`src/rtl/bcd_converter_if.sv`:
```
// Bundle of the binary-to-BCD converter's request and result signals.
// The master side issues start/bin; the slave side returns status and digits.
interface bcd_converter_if #(
    parameter int BIN_W = 14
);
    logic             start;
    logic [BIN_W-1:0] bin;
    logic             busy;
    logic             done;
    logic             overflow;
    logic [3:0]       one;
    logic [3:0]       ten;
    logic [3:0]       hunnid;
    logic [3:0]       thousand;

    modport master (
        output start,
        output bin,
        input  busy,
        input  done,
        input  overflow,
        input  one,
        input  ten,
        input  hunnid,
        input  thousand
    );

    modport slave (
        input  start,
        input  bin,
        output busy,
        output done,
        output overflow,
        output one,
        output ten,
        output hunnid,
        output thousand
    );
endinterface

```
`src/rtl/bcd_converter.sv`:
```
// Sequential double-dabble converter: 14-bit binary to four registered BCD
// digits, one bit per clock, saturating to 9999 when the input exceeds it.
module bcd_converter (
    input  logic           clk,
    input  logic           rst_n,
    bcd_converter_if.slave bus
);
    localparam int               BIN_W    = 14;
    localparam logic [BIN_W-1:0] MAX_VAL  = BIN_W'(9999);
    localparam logic [15:0]      SAT_BCD  = 16'h9999;
    localparam logic [3:0]       CNT_LOAD = 4'(BIN_W);

    typedef enum logic [1:0] {
        IDLE  = 2'd0,
        SHIFT = 2'd1,
        DONE  = 2'd2
    } state_t;

    state_t           state_reg, state_next;
    logic [BIN_W-1:0] bin_reg, bin_next;
    logic [15:0]      scratch_reg, scratch_next;
    logic [3:0]       cnt_reg, cnt_next;
    logic             ovf_pending_reg, ovf_pending_next;
    logic [15:0]      digits_reg, digits_next;
    logic             overflow_reg, overflow_next;
    logic             done_reg, done_next;
    logic [15:0]      scratch_adj;

    // Add-3 correction per nibble, all evaluated on the pre-shift scratch.
    // Nibbles never exceed 9 here, so the 4-bit sum cannot carry out.
    genvar gi;
    generate
        for (gi = 0; gi < 4; gi++) begin : g_adj
            assign scratch_adj[gi*4 +: 4] =
                (scratch_reg[gi*4 +: 4] >= 4'd5) ? scratch_reg[gi*4 +: 4] + 4'd3
                                                 : scratch_reg[gi*4 +: 4];
        end
    endgenerate

    always_ff @(posedge clk or negedge rst_n) begin
        if (!rst_n) begin
            state_reg       <= IDLE;
            bin_reg         <= '0;
            scratch_reg     <= '0;
            cnt_reg         <= '0;
            ovf_pending_reg <= 1'b0;
            digits_reg      <= '0;
            overflow_reg    <= 1'b0;
            done_reg        <= 1'b0;
        end else begin
            state_reg       <= state_next;
            bin_reg         <= bin_next;
            scratch_reg     <= scratch_next;
            cnt_reg         <= cnt_next;
            ovf_pending_reg <= ovf_pending_next;
            digits_reg      <= digits_next;
            overflow_reg    <= overflow_next;
            done_reg        <= done_next;
        end
    end

    always_comb begin
        state_next       = state_reg;
        bin_next         = bin_reg;
        scratch_next     = scratch_reg;
        cnt_next         = cnt_reg;
        ovf_pending_next = ovf_pending_reg;
        digits_next      = digits_reg;
        overflow_next    = overflow_reg;
        done_next        = 1'b0;

        case (state_reg)
            IDLE: begin
                if (bus.start) begin
                    bin_next         = bus.bin;
                    scratch_next     = '0;
                    cnt_next         = CNT_LOAD;
                    ovf_pending_next = (bus.bin > MAX_VAL);
                    state_next       = SHIFT;
                end
            end
            SHIFT: begin
                // Shift the corrected scratch and the binary register as one word.
                scratch_next = {scratch_adj[14:0], bin_reg[BIN_W-1]};
                bin_next     = {bin_reg[BIN_W-2:0], 1'b0};
                cnt_next     = cnt_reg - 4'd1;
                if (cnt_reg == 4'd1) begin
                    state_next = DONE;
                end
            end
            DONE: begin
                digits_next   = ovf_pending_reg ? SAT_BCD : scratch_reg;
                overflow_next = ovf_pending_reg;
                done_next     = 1'b1;
                state_next    = IDLE;
            end
            default: begin
                state_next = IDLE;
            end
        endcase
    end

    assign bus.busy     = (state_reg != IDLE);
    assign bus.done     = done_reg;
    assign bus.overflow = overflow_reg;
    assign bus.one      = digits_reg[3:0];
    assign bus.ten      = digits_reg[7:4];
    assign bus.hunnid   = digits_reg[11:8];
    assign bus.thousand = digits_reg[15:12];
endmodule

```
`src/flat_wrapper.sv`:
```
// flat-port wrapper written by rule: the top's interface ports become plain ports
module bcd_converter_flat 
  (clk, rst_n, bus_start, bus_bin, bus_busy, bus_done, bus_overflow, bus_one, bus_ten, bus_hunnid, bus_thousand);
  bcd_converter_if bus_i ();
  input  logic clk;
  input  logic rst_n;
  input wire logic [$bits(bus_i.start)-1:0] bus_start;
  input wire logic [$bits(bus_i.bin)-1:0] bus_bin;
  output wire logic [$bits(bus_i.busy)-1:0] bus_busy;
  output wire logic [$bits(bus_i.done)-1:0] bus_done;
  output wire logic [$bits(bus_i.overflow)-1:0] bus_overflow;
  output wire logic [$bits(bus_i.one)-1:0] bus_one;
  output wire logic [$bits(bus_i.ten)-1:0] bus_ten;
  output wire logic [$bits(bus_i.hunnid)-1:0] bus_hunnid;
  output wire logic [$bits(bus_i.thousand)-1:0] bus_thousand;
  assign bus_i.start = bus_start;
  assign bus_i.bin = bus_bin;
  assign bus_busy = bus_i.busy;
  assign bus_done = bus_i.done;
  assign bus_overflow = bus_i.overflow;
  assign bus_one = bus_i.one;
  assign bus_ten = bus_i.ten;
  assign bus_hunnid = bus_i.hunnid;
  assign bus_thousand = bus_i.thousand;
  bcd_converter u_core (.clk(clk), .rst_n(rst_n), .bus(bus_i));
endmodule
```
`config.mk`:
```
export PLATFORM = sky130hd
export DESIGN_NAME = bcd_converter_flat
export DESIGN_NICKNAME = d
export VERILOG_FILES = /design/src/rtl/bcd_converter_if.sv /design/src/rtl/bcd_converter.sv /design/src/flat_wrapper.sv
export SDC_FILE = /design/constraint.sdc
export NUM_CORES = 1
export LEC_CHECK = 0
export ABC_AREA = 1
export ABC_CLOCK_PERIOD_IN_PS = 3000
export BUFFER_PORTS_ARGS = -buffer_cell sky130_fd_sc_hd__buf_2
export CORE_MARGIN = 2
export CORE_UTILIZATION = 28
export DETAILED_ROUTE_END_ITERATION = 8
export SYNTH_ARGS = -nofsm -noshare
export SYNTH_HDL_FRONTEND = slang
export SYNTH_SLANG_ARGS = --single-unit
```
`constraint.sdc`:
```
create_clock -name clk -period 3 [get_ports clk]
set_clock_uncertainty 0.05 [all_clocks]
set_input_delay 0 -clock clk [delete_from_list [all_inputs] [get_ports clk]]
set_output_delay 0 -clock clk [all_outputs]
set_load 0.01 [all_outputs]
```
==> key figures, run 1 <==
Critical path
  – Max incr delay on CP: around 550 ps
  – CP startpoint kind: input pin
  – R2R cell count: 6
  – Critical R2R Capture: u_core.ovf_pending_reg$_DFFE_PN0P_
  – Crit-path max FO: 2
  – Crit Path Class: in2reg
  – Crit. path cell count: 8
  – CP arrival: roughly 2000 ps
  – Slowest-stage cell, CP: dlygate4sd3_1
  – Worst R2R Start: u_core.state_reg[0]$_DFFE_PN0P_
  – Setup crit end kind: flop
  – Crit path launch: bus_bin[11]
  – Bufs and invs on worst path: 4
  – R2r setup slk: 1130 ps
  – Req. time, crit path: about 3200 ps
  – Worst setup path endpoint: u_core.ovf_pending_reg$_DFFE_PN0P_
  – CP cell instances: dlygate4sd3_1 -> buf_2 -> nor2_1 -> dlygate4sd3_1 -> nand2_1 -> nand2_1 -> dlygate4sd3_1 -> nand2_1
  – Critical path's top delay family: buffers and inverters

Route
  – 1st-iter DRT viols: between 100 and 150
  – Routed Wire Length: about 5600 um
  – Drt via density: ~4.4
  – Drt wl/cell: 10.7 um
  – Drt pass-1 iters: 4
  – Vias: between 2,000 and 2,500
  – Detail Route Antenna Nets: 0
  – Drt drc: 0

Global route
  – Leftover overflow at the end of global routing: 0
  – Vias in the first global route: around 2,100
  – Antenna violations before repair: 0
  – GRT Util Overall: 11.2%
  – Largest net degree at the start of global routing: 38
  – First-pass GRT wire length: 9430 um

Cells and area
  – Nets: between 400 and 500
  – Layout area overhead: 20.1%
  – Diodes inserted: 0
  – Fill cells: just over 1,000
  – Share of cells above drive strength 1: between 15 and 20%
  – Final Util: between 30% and 40%

Yosys
  – Synth Net Count: between 300 and 400
  – Synth top area cells: dfrtp_1, nand2_1, inv_1
  – Mapped Area: between 2000 and 3000 sq um
  – Sequential area share after synthesis: about half
  – Cell variety after synth: 23
  – Area leader, netlist: dfrtp_1
  – Synth Instances: roughly 330
  – Mean Syn Cell Area: between 8 and 9 sq um
  – Yosys reg bits: between 50 and 60
  – Area share of the largest cell type after synthesis: ~50%
  – Warnings from Yosys: 0

Placement
  – I/O Buffers: 35
  – Routability Congestion: 0.821
  – Post-DP HPWL: about 3800 um

Timing
  – Slew Limit Fails: 0
  – Final hold slack: a little under 20 ps
  – Worst rel slew slack: between 40% and 50%
  – RSZ-0062 raised after global routing: no
  – Crit path time final: between 1500 and 2000 ps
  – Post-Route Setup TNS: 0 ps
  – Final Hold Viols: 0
  – Period utilisation layout: 63.0%
  – Fmax: approximately 530 MHz
  – Final setup viols: 0
  – Worst-Margin Slew: about 790 ps

Power
  – Reported leakage power: about 1.7 nW
  – Total Power: approximately 3.2 mW
  – Total power per unit cell area: 979 nW/um^2
  – Worst vdd ir: about 0.41 mV

Status
  – Status: finished clean

Floorplan
  – CORE AREA: between 9000 and 10,000 sq um
  – Chip width: slightly above 100 um
  – Initial core utilization: about 28%
  – Die height: a little over 100 um
  – Row count: 36
  – IO Pins: 36
  – Die area: 10,600 sq um

CTS
  – Post-CTS setup buffer count: 0
  – Clock buffer count from CTS: 5
  – CTS tree: done
  – Clk buf depth: 2
  – Sinks on Clock Net: 55
  – Post-cts sizing count: 0
  – Clock latency on the worst-skew pair: between 300 and 400 ps
  – Clock transition at path regs: 100 ps
  – CTS root buffer: clkbuf_8
  – CTS HTree Levels: 2

Flow run
  – Max Cap Viol: 0

Min path
  – Hold crit path type: in2reg
-- report_power, final --
group          total [mW]  internal [mW]  switching (mW)
registers            1.29           1.08           0.207
clock network       0.496          0.249           0.247
logic                1.43          0.539           0.895
-- worst min-delay path by stage --
stage	start	slack, ps	cells past startpoint	endpoint
final	bus_bin[8]	20	5	u_core.bin_reg[8]$_DFFE_PN0P_
after CTS	bus_bin[8]	7	5	u_core.bin_reg[8]$_DFFE_PN0P_
after detailed placement	rst_n	80	1	u_core.bus.done$_DFF_PN0_
after global placement	rst_n	90	1	u_core.bus.overflow$_DFFE_PN0P_
after global routing	bus_bin[13]	60	5	u_core.bin_reg[13]$_DFFE_PN0P_
after floorplan	rst_n	-350	0	u_core.bin_reg[0]$_DFFE_PN0P_
-- per-layer routing --
metal  wire length (um)  GRT usage, %
met1               2860          15.2
met2               2420          17.9
met3                197          2.44
met4                 75          3.74
met5                  0             0
-- layout by cell type, fill, tap and decap left out, drive strengths merged --
cell and instances:
a21oi 9, buf 37, bufinv 1, clkbuf 5, clkinv 2, dfrtp 55
dlygate4sd3 15, ha 10, inv 47, nand2 102, nand3 27, nand4 8
nor2 17, nor3 1, o211ai 1, o21ai 45, o21bai 3
-- synthesized netlist by cell type --
| library cell | number |
|---|---|
| nand2_1 | 100 |
| dfrtp_1 | 55 |
| inv_1 | 42 |
| o21ai_1 | 28 |
| nand3_1 | 27 |
| nor2_1 | 16 |
| o21ai_0 | 16 |
| ha_1 | 10 |
| a21oi_1 | 8 |
| nand4_1 | 8 |
| buf_2 | 5 |
| inv_2 | 4 |
| o21bai_2 | 3 |
| buf_6 | 2 |
| nand2_4 | 2 |
| a21oi_2 | 1 |
| buf_4 | 1 |
| buf_8 | 1 |
| inv_4 | 1 |
| nor2_8 | 1 |
| nor3_1 | 1 |
| o211ai_1 | 1 |
| o21ai_2 | 1 |
-- per-stage QoR --
stage | instance area, sq um | setup slack [ps] | std cells
2_1_floorplan | 2740 | 1800 | 334
3_3_place_gp | 3020 | 1300 | 495
3_5_place_dp | 3020 | 1170 | 495
4_1_cts | 3290 | 1150 | 518
5_1_grt | 3290 | 1020 | 518
6_report | 3290 | 1110 | 518
-- worst reg2reg max path, delay by kind of cell (launching register included) --
| family | cells | cell delay (ps) |
|---|---|---|
| and+or+nand+nor | 4 | 640 |
| buffers and inverters | 2 | 700 |
| DFF | 1 | 440 |
-- final cells by class --
type	count	area [sq um]	share of cell area, %
Clock buffer	5	68.8	2.09
Tap cell	133	166	5.06
Inverter	47	179	5.44
Timing Repair Buffer	52	340	10.4
Sequential cell	55	1380	41.9
Clock inverter	3	43.8	1.33
Multi-Input combinational cell	223	1110	33.8
-- cells by family (layout without fill, tap and decap cells) --
group | Yosys count | in the layout | share of synthesized area, %
and+or+nand+nor | 155 | 155 | 24.4
AOI/OAI and AO/OA | 58 | 58 | 11.7
buffers and inverters | 56 | 107 | 9.09
DFF | 55 | 55 | 50.3
adders and majority gates | 10 | 10 | 4.57
-- timing repair --
action,in CTS,in global routing
hold buffers,15,0
setup endpoints to repair,0,0
hold endpoints to repair,48,0
(Power assumes the default switching activity.)
==> run 2: changes to the inputs <==
--- a/config.mk
+++ b/config.mk
@@ -6,7 +6,7 @@
 export NUM_CORES = 1
 export LEC_CHECK = 0
 export ABC_AREA = 1
-export ABC_CLOCK_PERIOD_IN_PS = 3000
+export ABC_CLOCK_PERIOD_IN_PS = 1600
 export BUFFER_PORTS_ARGS = -buffer_cell sky130_fd_sc_hd__buf_2
 export CORE_MARGIN = 2
 export CORE_UTILIZATION = 28
==> constraint.sdc (replaced) <==
create_clock -name clk -period 1.6 [get_ports clk]
set_clock_uncertainty 0.05 [all_clocks]
set_input_delay 0 -clock clk [delete_from_list [all_inputs] [get_ports clk]]
set_output_delay 0 -clock clk [all_outputs]
set_load 0.01 [all_outputs]
==> key figures, run 2 (same netlist as run 1, synthesis figures left out) <==
Status
  – Status: finished clean (unchanged)

CTS
  – Sinks on Clock Net: 55 (unchanged)
  – Clk buf depth: 2 (unchanged)
  – Clock transition at path regs: 100 ps (about the same)
  – CTS tree: done (unchanged)
  – Post-cts sizing count: 0 (unchanged)
  – Clock buffer count from CTS: 5 (unchanged)
  – Post-CTS setup buffer count: 0 (unchanged)
  – Clock latency on the worst-skew pair: 320 ps (was 310 ps)
  – CTS HTree Levels: 2 (unchanged)
  – Cts hold-fix bufs: 16 (was 15)
  – CTS root buffer: clkbuf_8 (unchanged)

Placement
  – Routability Congestion: 0.839 (was 0.821)
  – Post-DP HPWL: 4010 um (was 3790 um)
  – I/O Buffers: 35 (unchanged)
  – Placed inst area: 3060 sq um (was 3020 sq um)
  – DP Worst Slack: 207 ps (was 1170 ps)

Global route
  – Leftover overflow at the end of global routing: 0 (unchanged)
  – Antenna violations before repair: 0 (unchanged)
  – First-pass GRT wire length: 10,300 um (was 9430 um)
  – Largest net degree at the start of global routing: 37 (was 38)
  – Vias in the first global route: 2,267 (was 2,116)
  – GRT Util Overall: 12.4% (was 11.2%)

Min path
  – Hold Path Origin: bus_start (was bus_bin[8])
  – Hold crit path type: in2reg (unchanged)
  – Hold Path End: u_core.state_reg[0]$_DFFE_PN0P_ (was u_core.bin_reg[8]$_DFFE_PN0P_)
  – Worst hold path stage count: 3 (was 5)

Timing
  – RSZ-0062 raised after global routing: no (unchanged)
  – Final Hold Viols: 0 (unchanged)
  – Worst rel slew slack: 68.8% (was 47.1%)
  – Fmax: between 600 and 700 MHz
  – Slew Limit Fails: 0 (unchanged)
  – Worst-Margin Slew: 468 ps (was 794 ps)
  – Period utilisation layout: roughly nine tenths
  – Post-Route Setup TNS: 0 ps (unchanged)
  – Crit path time final: 1440 ps
  – Final worst-path setup slack: 163 ps (was 1110 ps)
  – Final hold slack: 67.7 ps (was 19.3 ps)
  – Final setup viols: 0 (unchanged)

Critical path
  – CP arrival: 1640 ps (was 2040 ps)
  – Req. time, crit path: 1800 ps (was 3150 ps)
  – Worst R2R Start: u_core.scratch_reg[4]$_DFFE_PN0P_ (was u_core.state_reg[0]$_DFFE_PN0P_)
  – Crit Path Class: reg2reg (was in2reg)
  – Critical R2R Capture: u_core.scratch_reg[8]$_DFFE_PN0P_ (was u_core.ovf_pending_reg$_DFFE_PN0P_)
  – R2r setup slk: 160 ps (was 1130 ps)
  – Setup crit end kind: flop (unchanged)
  – CP startpoint kind: flop (was input pin)
  – R2R cell count: 7 (was 6)
  – Crit-path max FO: 5 (was 2)

Route
  – Routed Wire Length: 5910 um (was 5550 um)
  – 1st-iter DRT viols: 99 (was 129)
  – Detail Route Antenna Nets: 0 (unchanged)
  – Drt pass-1 iters: 4 (unchanged)
  – Vias: 2,319 (was 2,277)
  – Drt via density: 4.45 (was 4.40)
  – Drt drc: 0 (unchanged)
  – Drt wl/cell: 11.3 um (was 10.7 um)

Cells and area
  – Layout area overhead: 21.0% (was 20.1%)
  – Fill cells: 1,035 (was 1,019)
  – Final Util: 34.4% (was 34.1%)
  – Share of cells above drive strength 1: 15.2% (was 15.1%)
  – Commonest non-fill, non-tap cell in the layout: nand2_1 (unchanged)
  – Diodes inserted: 0 (unchanged)
  – Nets: 414 (was 411)
  – Post-route cell area: 3310 sq um (was 3290 sq um)
  – Commonest cells after routing, fill and taps aside: nand2_1, dfrtp_1, inv_1 (unchanged)

Floorplan
  – Chip width: 103 um (unchanged)
  – Die height: 103 um (unchanged)
  – IO Pins: 36 (unchanged)
  – CORE AREA: 9640 sq um (unchanged)
  – Row count: 36 (unchanged)
  – Initial core utilization: 28.4% (unchanged)
  – Die area: 10,600 sq um (unchanged)

Flow run
  – Max Cap Viol: 0 (unchanged)

Power
  – Total power per unit cell area: 1810 nW/um^2 (was 979 nW/um^2)
  – Worst vdd ir: 0.519 mV (was 0.412 mV)
  – Reported leakage power: 1.73 nW (was 1.72 nW)
[run 2: changes by cell type in the layout (fill, tap and decap cells not counted)]
cell	delta
inv_6	+1
clkinv_2	-1
clkinvlp_4	+1
dlygate4sd3_1	+1
clkinv_4	-1
buf_12	+2
bufinv_16	-1
clkbuf_1	+1
[run 2: power breakdown]
group	internal (mW)	switching [mW]	total, mW
Sequential	2.03	0.415	2.44
Clock	0.315	0.466	0.782
Combinational	1.06	1.72	2.78
[run 2: per-layer routing]
metal	GRT usage [%]	routed length (um)	vias to the layer above
met1	15.7	2840	1076
met4	5.36	118	0
met5	0	0	-
li1	-	-	1177
met3	2.58	231	11
met2	20.5	2720	55
[run 2: worst max path at each step]
stage | startpoint | end | slack, ps | depth (start not counted)
detailed placement | u_core.scratch_reg[4]$_DFFE_PN0P_ | u_core.scratch_reg[8]$_DFFE_PN0P_ | 210 | 7
global placement | u_core.scratch_reg[4]$_DFFE_PN0P_ | u_core.scratch_reg[8]$_DFFE_PN0P_ | 240 | 7
finish | u_core.scratch_reg[4]$_DFFE_PN0P_ | u_core.scratch_reg[8]$_DFFE_PN0P_ | 160 | 7
floorplan | u_core.scratch_reg[0]$_DFFE_PN0P_ | u_core.scratch_reg[4]$_DFFE_PN0P_ | 400 | 7
CTS | u_core.scratch_reg[4]$_DFFE_PN0P_ | u_core.scratch_reg[8]$_DFFE_PN0P_ | 180 | 7
global route | u_core.scratch_reg[0]$_DFFE_PN0P_ | u_core.scratch_reg[2]$_DFFE_PN0P_ | 80 | 8
[run 2: worst max-delay path, cell delays in order (launching register included)]
cell and delay, ps:
dfrtp_1 440, inv_1 120, ha_1 220, inv_1 50
nand2_1 90, nand3_1 150, nand2_1 100, o21bai_2 150
[run 2: final cells by class]
type	instances	area [sq um]	share of cell area, %
Sequential cell	55	1380	41.5
Multi-Input combinational cell	223	1110	33.6
Timing Repair Buffer	55	390	11.8
Inverter	47	179	5.40
Tap cell	133	166	5.02
Clock buffer	6	72.6	2.19
Clock inverter	2	16.3	0.491
[run 2: through the flow]
step / std cells / power [mW]
after floorplan: 334 / 4.51
after global placement: 497 / 5.17
after detailed placement: 497 / 5.25
after CTS: 521 / 6.08
after global routing: 521 / 6.67
final: 521 / 6.01
